===== src/rtl/bpsk_pkg.sv =====
`default_nettype none
// ============================================================================
// bpsk_pkg : shared FSM state type and datapath constants for the BPSK modulator
// Rev 1.0
// ============================================================================
package bpsk_pkg;

   localparam int LUT_DEPTH = 256;
   localparam int LUT_AMP   = 127;
   localparam int PHASE_W   = 30;
   localparam int SAMPLE_W  = 8;
   localparam int LUT_AW    = $clog2(LUT_DEPTH);

   typedef enum logic [1:0] {
      ST_IDLE     = 2'd0,
      ST_PREAMBLE = 2'd1,
      ST_DATA     = 2'd2,
      ST_TAIL     = 2'd3
   } state_t;

endpackage
`default_nettype wire


===== src/rtl/bpsk_sine_lut.sv =====
`default_nettype none
// ============================================================================
// bpsk_sine_lut : registered 256-entry signed sine ROM, round(127*sin), 1 clk
// Rev 1.0
// ============================================================================
module bpsk_sine_lut
   import bpsk_pkg::*;
(
   input  logic                       clk,
   input  logic                       reset_n,
   input  logic [LUT_AW-1:0]          i_addr,
   output logic signed [SAMPLE_W-1:0] o_data
);

   localparam logic [6:0] c_PEAK = 7'(LUT_AMP);

   // Quarter-wave table; the other three quadrants follow by mirror and negation.
   function automatic logic [6:0] quarter(input logic [6:0] idx);
      logic [6:0] v;
      case (idx)
         7'd0:  v = 7'd0;    7'd1:  v = 7'd3;    7'd2:  v = 7'd6;    7'd3:  v = 7'd9;
         7'd4:  v = 7'd12;   7'd5:  v = 7'd16;   7'd6:  v = 7'd19;   7'd7:  v = 7'd22;
         7'd8:  v = 7'd25;   7'd9:  v = 7'd28;   7'd10: v = 7'd31;   7'd11: v = 7'd34;
         7'd12: v = 7'd37;   7'd13: v = 7'd40;   7'd14: v = 7'd43;   7'd15: v = 7'd46;
         7'd16: v = 7'd49;   7'd17: v = 7'd51;   7'd18: v = 7'd54;   7'd19: v = 7'd57;
         7'd20: v = 7'd60;   7'd21: v = 7'd63;   7'd22: v = 7'd65;   7'd23: v = 7'd68;
         7'd24: v = 7'd71;   7'd25: v = 7'd73;   7'd26: v = 7'd76;   7'd27: v = 7'd78;
         7'd28: v = 7'd81;   7'd29: v = 7'd83;   7'd30: v = 7'd85;   7'd31: v = 7'd88;
         7'd32: v = 7'd90;   7'd33: v = 7'd92;   7'd34: v = 7'd94;   7'd35: v = 7'd96;
         7'd36: v = 7'd98;   7'd37: v = 7'd100;  7'd38: v = 7'd102;  7'd39: v = 7'd104;
         7'd40: v = 7'd106;  7'd41: v = 7'd107;  7'd42: v = 7'd109;  7'd43: v = 7'd111;
         7'd44: v = 7'd112;  7'd45: v = 7'd113;  7'd46: v = 7'd115;  7'd47: v = 7'd116;
         7'd48: v = 7'd117;  7'd49: v = 7'd118;  7'd50: v = 7'd120;  7'd51: v = 7'd121;
         7'd52: v = 7'd122;  7'd53: v = 7'd122;  7'd54: v = 7'd123;  7'd55: v = 7'd124;
         7'd56: v = 7'd125;  7'd57: v = 7'd125;  7'd58: v = 7'd126;  7'd59: v = 7'd126;
         7'd60: v = 7'd126;  7'd61: v = 7'd127;  7'd62: v = 7'd127;  7'd63: v = 7'd127;
         default: v = c_PEAK;
      endcase
      return v;
   endfunction

   logic [6:0]                w_idx;
   logic signed [SAMPLE_W-1:0] w_mag;

   assign w_idx = i_addr[6] ? (7'd64 - {1'b0, i_addr[5:0]}) : {1'b0, i_addr[5:0]};
   assign w_mag = $signed({1'b0, quarter(w_idx)});

   always_ff @(posedge clk or negedge reset_n) begin
      if (!reset_n) begin
         o_data <= '0;
      end else begin
         o_data <= i_addr[7] ? -w_mag : w_mag;
      end
   end

endmodule
`default_nettype wire


===== src/rtl/bpsk_modulator.sv =====
`default_nettype none
// ============================================================================
// bpsk_modulator : framed BPSK transmitter (preamble/data/tail) on a phase-
// continuous carrier. Optional differential data encoding: BPSK_DIFF_ENC_EN.
// Rev 1.0
// ============================================================================
module bpsk_modulator
   import bpsk_pkg::*;
#(
   parameter logic [PHASE_W-1:0] PHASE_INC    = 30'd53687091,
   parameter int                 SPS          = 80,
   parameter int                 PREAMBLE_LEN = 32,
   parameter int                 TAIL_LEN     = 8
)(
   input  logic                       clk,
   input  logic                       reset_n,
   input  logic [SAMPLE_W-1:0]        din,
   input  logic                       din_valid,
   input  logic                       din_last,
   output logic                       din_ready,
   output logic signed [SAMPLE_W-1:0] dout,
   output logic                       dout_valid,
   output logic                       sym_strobe,
   output logic                       busy
);

   localparam logic [9:0] c_SPS_LAST  = 10'(SPS - 1);
   localparam logic [7:0] c_PRE_LAST  = 8'(PREAMBLE_LEN - 1);
   localparam logic [7:0] c_TAIL_LAST = 8'(TAIL_LEN - 1);

   state_t                     r_state;
   logic [PHASE_W-1:0]         r_phase;
   logic [9:0]                 r_sample_cnt;
   logic [7:0]                 r_sym_cnt;
   logic [2:0]                 r_bit_cnt;
   logic [7:0]                 r_shift;
   logic                       r_last;
   logic                       r_bit_d;
   logic                       r_active_d;
   logic                       r_strobe_d;
   logic signed [SAMPLE_W-1:0] w_lut;
   logic                       w_active;
   logic                       w_sym_end;
   logic                       w_byte_end;
   logic                       w_load_pt;
   logic                       w_data_bit;
   logic                       w_tx_bit;

   assign w_active   = (r_state != ST_IDLE);
   assign w_sym_end  = (r_sample_cnt == c_SPS_LAST);
   assign w_byte_end = (r_state == ST_DATA) && w_sym_end && (r_bit_cnt == 3'd7);
   assign w_load_pt  = w_byte_end && !r_last;
   assign din_ready  = reset_n && (!w_active || w_load_pt);
   assign busy       = w_active;

`ifdef BPSK_DIFF_ENC_EN
   logic r_prev_bit;

   assign w_data_bit = r_shift[7] ^ r_prev_bit;

   // Tracks the last transmitted bit; the final preamble bit seeds the data reference.
   always_ff @(posedge clk or negedge reset_n) begin
      if (!reset_n) begin
         r_prev_bit <= 1'b0;
      end else if (w_active && w_sym_end) begin
         r_prev_bit <= w_tx_bit;
      end
   end
`else
   assign w_data_bit = r_shift[7];
`endif

   always_comb begin
      case (r_state)
         ST_PREAMBLE: w_tx_bit = ~r_sym_cnt[0];
         ST_DATA:     w_tx_bit = w_data_bit;
         default:     w_tx_bit = 1'b0;
      endcase
   end

   always_ff @(posedge clk or negedge reset_n) begin
      if (!reset_n) begin
         r_state      <= ST_IDLE;
         r_sample_cnt <= '0;
         r_sym_cnt    <= '0;
         r_bit_cnt    <= '0;
         r_shift      <= '0;
         r_last       <= 1'b0;
      end else begin
         if (w_active) begin
            r_sample_cnt <= w_sym_end ? 10'd0 : r_sample_cnt + 10'd1;
         end
         case (r_state)
            ST_IDLE: begin
               if (din_valid) begin
                  r_shift      <= din;
                  r_last       <= din_last;
                  r_sample_cnt <= '0;
                  r_sym_cnt    <= '0;
                  r_state      <= ST_PREAMBLE;
               end
            end
            ST_PREAMBLE: begin
               if (w_sym_end) begin
                  if (r_sym_cnt == c_PRE_LAST) begin
                     r_sym_cnt <= '0;
                     r_bit_cnt <= '0;
                     r_state   <= ST_DATA;
                  end else begin
                     r_sym_cnt <= r_sym_cnt + 8'd1;
                  end
               end
            end
            ST_DATA: begin
               if (w_sym_end) begin
                  r_shift   <= {r_shift[6:0], 1'b0};
                  r_bit_cnt <= r_bit_cnt + 3'd1;
                  // Byte boundary: chain the next byte only if offered, else drain via tail.
                  if (w_byte_end) begin
                     if (w_load_pt && din_valid) begin
                        r_shift <= din;
                        r_last  <= din_last;
                     end else begin
                        r_sym_cnt <= '0;
                        r_state   <= ST_TAIL;
                     end
                  end
               end
            end
            ST_TAIL: begin
               if (w_sym_end) begin
                  if (r_sym_cnt == c_TAIL_LAST) begin
                     r_state <= ST_IDLE;
                  end else begin
                     r_sym_cnt <= r_sym_cnt + 8'd1;
                  end
               end
            end
            default: r_state <= ST_IDLE;
         endcase
      end
   end

   bpsk_sine_lut u_lut (
      .clk     (clk),
      .reset_n (reset_n),
      .i_addr  (r_phase[PHASE_W-1 -: LUT_AW]),
      .o_data  (w_lut)
   );

   // Control is delayed one stage to line up with the ROM output, then registered with dout.
   always_ff @(posedge clk or negedge reset_n) begin
      if (!reset_n) begin
         r_phase    <= '0;
         r_bit_d    <= 1'b0;
         r_active_d <= 1'b0;
         r_strobe_d <= 1'b0;
         dout       <= '0;
         dout_valid <= 1'b0;
         sym_strobe <= 1'b0;
      end else begin
         r_phase    <= r_phase + PHASE_INC;
         r_bit_d    <= w_tx_bit;
         r_active_d <= w_active;
         r_strobe_d <= w_active && (r_sample_cnt == 10'd0);
         dout_valid <= r_active_d;
         sym_strobe <= r_strobe_d;
         dout       <= !r_active_d ? '0 : (r_bit_d ? w_lut : -w_lut);
      end
   end

endmodule
`default_nettype wire


===== config.mk =====
export PLATFORM = sky130hd
export DESIGN_NAME = bpsk_modulator
export DESIGN_NICKNAME = d
export VERILOG_FILES = /design/src/rtl/bpsk_pkg.sv /design/src/rtl/bpsk_sine_lut.sv /design/src/rtl/bpsk_modulator.sv
export SDC_FILE = /design/constraint.sdc
export NUM_CORES = 1
export LEC_CHECK = 0
export CAP_MARGIN = 20
export CORE_MARGIN = 5
export CORE_UTILIZATION = 64
export DETAILED_ROUTE_END_ITERATION = 8
export DONT_BUFFER_PORTS = 1
export PLACE_DENSITY = 0.8
export SETUP_SLACK_MARGIN = 0.5
export SLEW_MARGIN = 0
export SYNTH_ARGS = -nofsm -noshare
export SYNTH_HDL_FRONTEND = slang
export SYNTH_SLANG_ARGS = --single-unit

===== constraint.sdc =====
create_clock -name clk -period 4.15 [get_ports clk]
set_input_delay 0.83 -clock clk [delete_from_list [all_inputs] [get_ports clk]]
set_output_delay 0.83 -clock clk [all_outputs]
set_load 0.01 [all_outputs]

==> results of run 1 <==
==> repair_timing <==
item,4_1_cts,5_1_grt
gates resized for setup,0,10
setup endpoints to repair,0,6
buffers inserted,0,5
==> critical path, delay by kind of cell (launching register included) <==
family          cells  cell delay, ns
compound gates      6            1.10
xor+xnor            1            0.14
fa+ha+maj           3            0.84
buf+inv             4            0.42
flops               1            0.43
mux                 1            0.14
simple gates        3            0.25
==> metal layers <==
layer	up-vias	part of all wire, %
li1	1865	-
met1	1814	45
met2	119	48
met3	20	5.0
met4	0	1.9
met5	-	0
==> registers in the layout, summed over array words and instances (netlist names) <==
name / count
r_bit_d: 1
r_shift: 8
r_state: 2
dout: 8
r_strobe_d: 1
u_lut.o_data: 8
r_bit_cnt: 3
sym_strobe: 1
dout_valid: 1
r_sym_cnt: 8
r_last: 1
r_active_d: 1
r_sample_cnt: 10
r_phase: 30
==> logic make-up after synthesis <==
family	Yosys count
buf+inv	48
fa+ha+maj	22
flops	83
compound gates	145
mux	19
xor+xnor	44
simple gates	163
==> metrics by stage <==
step                      power, mW  setup slack, ns
after floorplan                1.43            0.723
after global placement         1.52            0.652
after detailed placement       1.54            0.544
after CTS                      2.09            0.520
after global routing           2.22            0.490
final                          2.08            0.730
==> synthesized netlist by cell type, types with 4 or more instances <==
cell type	number
sky130_fd_sc_hd__a211oi_1	7
sky130_fd_sc_hd__a21boi_0	6
sky130_fd_sc_hd__a21o_1	5
sky130_fd_sc_hd__a21oi_1	22
sky130_fd_sc_hd__a22o_1	5
sky130_fd_sc_hd__a31oi_1	9
sky130_fd_sc_hd__and2_1	6
sky130_fd_sc_hd__and3_1	4
sky130_fd_sc_hd__buf_4	4
sky130_fd_sc_hd__buf_6	4
sky130_fd_sc_hd__clkbuf_1	10
sky130_fd_sc_hd__dfrtp_1	83
sky130_fd_sc_hd__ha_1	22
sky130_fd_sc_hd__inv_1	27
sky130_fd_sc_hd__mux2_2	4
sky130_fd_sc_hd__mux2i_1	15
sky130_fd_sc_hd__nand2_1	51
sky130_fd_sc_hd__nand2b_1	11
sky130_fd_sc_hd__nand3_1	10
sky130_fd_sc_hd__nand4_1	5
sky130_fd_sc_hd__nor2_1	23
sky130_fd_sc_hd__nor2b_1	6
sky130_fd_sc_hd__nor3_1	19
sky130_fd_sc_hd__o211ai_1	4
sky130_fd_sc_hd__o21ai_0	50
sky130_fd_sc_hd__o22ai_1	5
sky130_fd_sc_hd__o31ai_1	4
sky130_fd_sc_hd__or2_2	7
sky130_fd_sc_hd__or3_1	5
sky130_fd_sc_hd__xnor2_1	31
sky130_fd_sc_hd__xor2_1	12
==> worst max path at each step <==
stage                                            to                   from  slack, ns  cells past startpoint
after global routing      u_lut.o_data[6]$_DFF_PN0_  r_phase[23]$_DFF_PN0_       0.49                     18
after detailed placement  u_lut.o_data[4]$_DFF_PN0_  r_phase[23]$_DFF_PN0_       0.54                     17
final                     u_lut.o_data[6]$_DFF_PN0_  r_phase[23]$_DFF_PN0_       0.73                     18
after global placement    u_lut.o_data[4]$_DFF_PN0_  r_phase[23]$_DFF_PN0_       0.65                     18
after floorplan           u_lut.o_data[4]$_DFF_PN0_  r_phase[22]$_DFF_PN0_       0.72                     18
after CTS                 u_lut.o_data[4]$_DFF_PN0_  r_phase[23]$_DFF_PN0_       0.52                     17
==> final cells by class <==
type                    instances  area [µm²]  share of cell area [%]
well taps                     102         128                    2.42
multi-input cells             393        2700                    51.2
repair buffers                 10        75.1                    1.43
clock buffers                  12         155                    2.95
flip-flops and latches         83        2080                    39.5
clock inverters                 4        32.5                   0.618
inverters                      27         101                    1.92
==> report_power, final <==
| part | switching (mW) | internal, mW |
|---|---|---|
| Combinational | 0.305 | 0.196 |
| Clock | 0.295 | 0.254 |
| Sequential | 0.0998 | 0.925 |
==> impl_metrics.ini, run 1 <==
[status]
outcome = finished, final reports clean

[global_routing]
grt_start_max_net_pins = 85
wire_length_of_the_first_global_routing_pass_mm = 17.0
grtUsageMet1_pct = 28.8
first_global_vias = 3640
track_usage_pct = 21.4
gr-usage-met2_pct = 33.7
grt_busiest_layer = met2
globalRoute.totalOverflow = 0
grt_antenna_before_repair = 0
grt_use_met3_pct = 5.64

[power]
power-per-cell-area_nw_per_um2 = 394
leakage_nw = 2.35
irDropWorstVdd_uv = 201

[final_layout]
layout.core_utilization_pct = 68.9
area_growth_syn_to_layout_pct = 6.07
drive_above_1_share_pct = 10.2
num-nets-final = 558
final.fill_count = 578
layout.cells.most_common = sky130_fd_sc_hd__dfrtp_1
layout.cell_area.non_filler_um2 = 5270
final_cell_mix = 82 x sky130_fd_sc_hd__dfrtp_1, 51 x sky130_fd_sc_hd__nand2_1, 50 x sky130_fd_sc_hd__o21ai_0
antennaDiodeCount = 0
finalNonFillerCells = 631

[timing]
final_min_period_over_clock_period_pct = 82.4
fin_setup_tns_ns = 0
finClkSkew_ns = 0.0109
timing.slew.headroom_pct = 52.2
timing.final.crit_period_ns = 3.42
clock.fmax_ghz = 0.292
hold_slack_ns = 0.160
final_number_of_hold_violating_endpoints = 0
maxSlewViolCount = 0
setup_repair_after_global_routing_missed_its_margin = false
setup_violations = 0
worstMarginPinSlew_ns = 0.715

[critical_path]
path_cells = inv_1, ha_2, nand2_1, o21ai_2, inv_2, ha_1, mux2i_1, o22ai_1, a211oi_1, a31oi_1, nor2_1, o32a_1, inv_1, ha_1, inv_1, nor3_1, a21boi_0, xnor2_1
timing.reg2reg.worst_path_depth = 18
cpMostUsedCell = sky130_fd_sc_hd__inv_1
rr_endpoint = u_lut.o_data[6]$_DFF_PN0_
critical-path-max-stage-delay_ns = 0.43
setup.worst_path.end_class = flip-flop
timing.rr.start = r_phase[23]$_DFF_PN0_
timing.critical_path.from_type = flip-flop
critical_path_required_ns = 4.42
worst-setup-path-type = reg2reg
crit_fanout = 8
r2r_slack_ns = 0.73
worstPathArrival_ns = 3.69
slowest_stage = sky130_fd_sc_hd__dfrtp_2

[cts]
cts_max_level = 3
postCtsHoldBufs = 0
tritoncts_clock_tree = built
root_buffer = sky130_fd_sc_hd__clkbuf_8
cts.clk_slew.worst_paths_ns = 0.09
clock_sinks = 83
numCtsBuffers = 9
clock_insertion_delay_worst_skew_ns = 0.35
clock_tree.buffer_depth = 2

[yosys]
main_combinational_cell_family_by_area_after_synthesis = compound AO/OA/AOI/OAI gates
ys_async_sr_fraction_pct = 100
synth.top_cell.area_share_pct = 41.8
ys_dominant_reg_cell = sky130_fd_sc_hd__dfrtp_1
synth.largest_area_cell = sky130_fd_sc_hd__dfrtp_1
synth_compound_area_share_pct = 19.1
synth_xor_xnor_area_share_pct = 7.91
synth.top_cells.by_area = sky130_fd_sc_hd__dfrtp_1 42%, sky130_fd_sc_hd__ha_1 5.5%, sky130_fd_sc_hd__xnor2_1 5.5%, sky130_fd_sc_hd__o21ai_0 5.0%, sky130_fd_sc_hd__nand2_1 3.9%
mux_cell_area_share_after_synthesis_pct = 3.93
mappedNetlistNets = 558
netlist-cell-type-count = 62
synth_seq_area_share_pct = 41.8
synth_enable_flop_cells = 0
yosys_warnings = 0
synth_seq_cells = 83
synth_area_um2 = 4960
area_share_of_fa_ha_maj_cells_after_synthesis_pct = 5.54
synth_cells = 524
synth_simple_gate_area_share_pct = 17.1
avgSynthCellArea_um2 = 9.47

[die]
design.portCount = 24
core-area_um2 = 7650
floorplan.initialDensity_pct = 64.9
fp-row-count = 32
die-height_um = 98.1
die_area_um2 = 9620
die_w_um = 98.1

[drt]
detail_route.iter0.violations = 348
residual_drc_count = 0
vias_per_cell = 6.05
ant_nets = 0
number_of_vias_after_detailed_routing = 3818
post_drt_wl_per_cell_um = 15.3
drt_pass1_iterations = 5
total_detailed_routing_wirelength_mm = 9.64

[placement]
gp_congestion = 0.897
hpwlAfterDp_mm = 6.84
numPlacedInstances = 610
port_buffers = 0
placement.cell_area_um2 = 5000

[job]
drv_cap = 0

[min_path]
worstHoldPathType = in2async
Note: power is estimated with default switching activity, not from simulation.
==> run 2: changes to the inputs <==
Clock period 4.15 ns to 3.2 ns, I/O delays scaled along.
==> run 2 against run 1 <==
  * Clock skew rose by 0.0017 ns
  * Routed wire length rose by 22%
  * First-iteration DRC count fell by 9.5%
  * Worst hold slack improved by 0.0070 ns
  * Non-clock buffer count rose by 59
  * Largest power group unchanged
==> impl_metrics.ini, run 2 (synthesized netlist as in run 1, its figures left out) <==
[status]
outcome = finished, final reports clean

[die]
core-area_um2 = 7650
die-height_um = 98.1
design.portCount = 24
fp-row-count = 32
die_w_um = 98.1
die_area_um2 = 9620
floorplan.initialDensity_pct = 64.9

[timing]
maxSlewViolCount = 0
setup_repair_after_global_routing_missed_its_margin = true
final_number_of_hold_violating_endpoints = 0
setup_violations = 0
final_min_period_over_clock_period_pct = 93.9
fin_setup_tns_ns = 0
timing.final.crit_period_ns = 3.00
timing.slew.headroom_pct = 64.6
finClkSkew_ns = 0.0127
clock.fmax_ghz = 0.333
finalWorstSetupSlack_ns = 0.195
worstMarginPinSlew_ns = 0.531
hold_slack_ns = 0.167

[critical_path]
worst-setup-path-type = reg2reg
setup.worst_path.end_class = flip-flop
critical_path_required_ns = 3.47
timing.critical_path.from_type = flip-flop
worstPathArrival_ns = 3.27
crit_fanout = 6
timing.reg2reg.worst_path_depth = 12

[final_layout]
finalNonFillerCells = 690
area_taken_by_multi_input_logic_gates_um2 = 2900
final.fill_count = 493
antennaDiodeCount = 0
largest_reg_flops = 30
area_growth_syn_to_layout_pct = 20.1
drive_above_1_share_pct = 24.7
seqCellArea_um2 = 2080
largest_register = r_phase
biggestRegsByFlops = r_phase (30), r_sample_cnt (10)
final_cell_mix = 81 x sky130_fd_sc_hd__dfrtp_1, 63 x sky130_fd_sc_hd__buf_4, 49 x sky130_fd_sc_hd__nand2_1
num-nets-final = 617
layout.cells.most_common = sky130_fd_sc_hd__dfrtp_1

[global_routing]
grt_antenna_before_repair = 0
first_global_vias = 4107
globalRoute.totalOverflow = 0
wire_length_of_the_first_global_routing_pass_mm = 19.1
track_usage_pct = 23.8
gr-usage-met2_pct = 39.1
grtUsageMet1_pct = 31.9
grt_start_max_net_pins = 84
grt_busiest_layer = met2
grt_use_met3_pct = 4.64

[cts]
cts_max_level = 3
clock_tree.buffer_depth = 2
root_buffer = sky130_fd_sc_hd__clkbuf_8
cts.clk_slew.worst_paths_ns = 0.10
clock_insertion_delay_worst_skew_ns = 0.36
tritoncts_clock_tree = built
numCtsBuffers = 9
clock_sinks = 83

[placement]
post-place-ws_ns = 0.0216
gp_congestion = 0.940
numPlacedInstances = 625
port_buffers = 0
hpwlAfterDp_mm = 7.32

[drt]
post_drt_wl_per_cell_um = 17.0
residual_drc_count = 0
vias_per_cell = 6.06
detail_route.iter0.violations = 315
total_detailed_routing_wirelength_mm = 11.8
drt_pass1_iterations = 5
number_of_vias_after_detailed_routing = 4184
ant_nets = 0

[job]
drv_cap = 0

[power]
leakage_nw = 2.68
irDropWorstVdd_uv = 280
power-per-cell-area_nw_per_um2 = 482

[min_path]
worstHoldPathType = in2async
run 2: critical path, cell delays in order (launching register included):
cell and delay, ns:
sky130_fd_sc_hd__dfrtp_2 0.43, sky130_fd_sc_hd__clkinvlp_4 0.09, sky130_fd_sc_hd__ha_4 0.18, sky130_fd_sc_hd__or3b_4 0.44, sky130_fd_sc_hd__a211o_4 0.39, sky130_fd_sc_hd__mux2i_1 0.13, sky130_fd_sc_hd__o311ai_1 0.28, sky130_fd_sc_hd__o211ai_1 0.18
sky130_fd_sc_hd__buf_4 0.17, sky130_fd_sc_hd__buf_6 0.11, sky130_fd_sc_hd__nor3_4 0.21, sky130_fd_sc_hd__a21boi_2 0.10, sky130_fd_sc_hd__xnor2_1 0.19
run 2: power by group:
part / total [mW] / switching, mW / internal [mW]
registers: 1.33 / 0.132 / 1.20
logic: 0.825 / 0.472 / 0.353
clock network: 0.716 / 0.405 / 0.311
run 2: final timing paths:
path | start | endpoint | slack (ns)
setup / recovery | r_phase[22]$_DFF_PN0_ | u_lut.o_data[6]$_DFF_PN0_ | 0.20
hold / removal | reset_n | r_bit_cnt[2]$_DFFE_PN0P_ | 0.17
setup reg to reg | r_phase[22]$_DFF_PN0_ | u_lut.o_data[6]$_DFF_PN0_ | 0.20
hold reg to reg | r_strobe_d$_DFF_PN0_ | sym_strobe$_DFF_PN0_ | 0.36
max in group asynchronous | reset_n | r_phase[22]$_DFF_PN0_ | 2.70
min in group clk | r_strobe_d$_DFF_PN0_ | sym_strobe$_DFF_PN0_ | 0.36
run 2: layout make-up:
| type | instances | area share (%) |
|---|---|---|
| timing repair buffer | 69 | 9.34 |
| multi-input combinational | 393 | 48.7 |
| inverter | 27 | 1.80 |
| clock inverter | 6 | 0.839 |
| tap | 102 | 2.14 |
| sequential | 83 | 34.9 |
| clock buffer | 10 | 2.31 |
run 2: routing by layer:
layer | up-vias | wire, µm
met5 | - | 0
met4 | 0 | 231
met3 | 29 | 662
met2 | 146 | 5720
met1 | 2034 | 5140
li1 | 1975 | -
run 2: stage by stage:
step | total power, mW | instance area, µm² | util, %
global placement | 1.97 | 5170 | 67.7
global route | 3.06 | 5960 | 78.0
CTS | 2.74 | 5760 | 75.4
detailed placement | 2.01 | 5170 | 67.7
finish | 2.87 | 5960 | 78.0
floorplan | 1.85 | 5030 | -
run 2: what timing repair did:
item / 4_1_cts / 5_1_grt
endpoints found under the setup margin: 8 / 18
resized for setup: 31 / 17
setup buffers: 31 / 17
endpoints found under the hold margin: 83 / 0
pin swaps: 17 / 20
hold buffers: 1 / 0
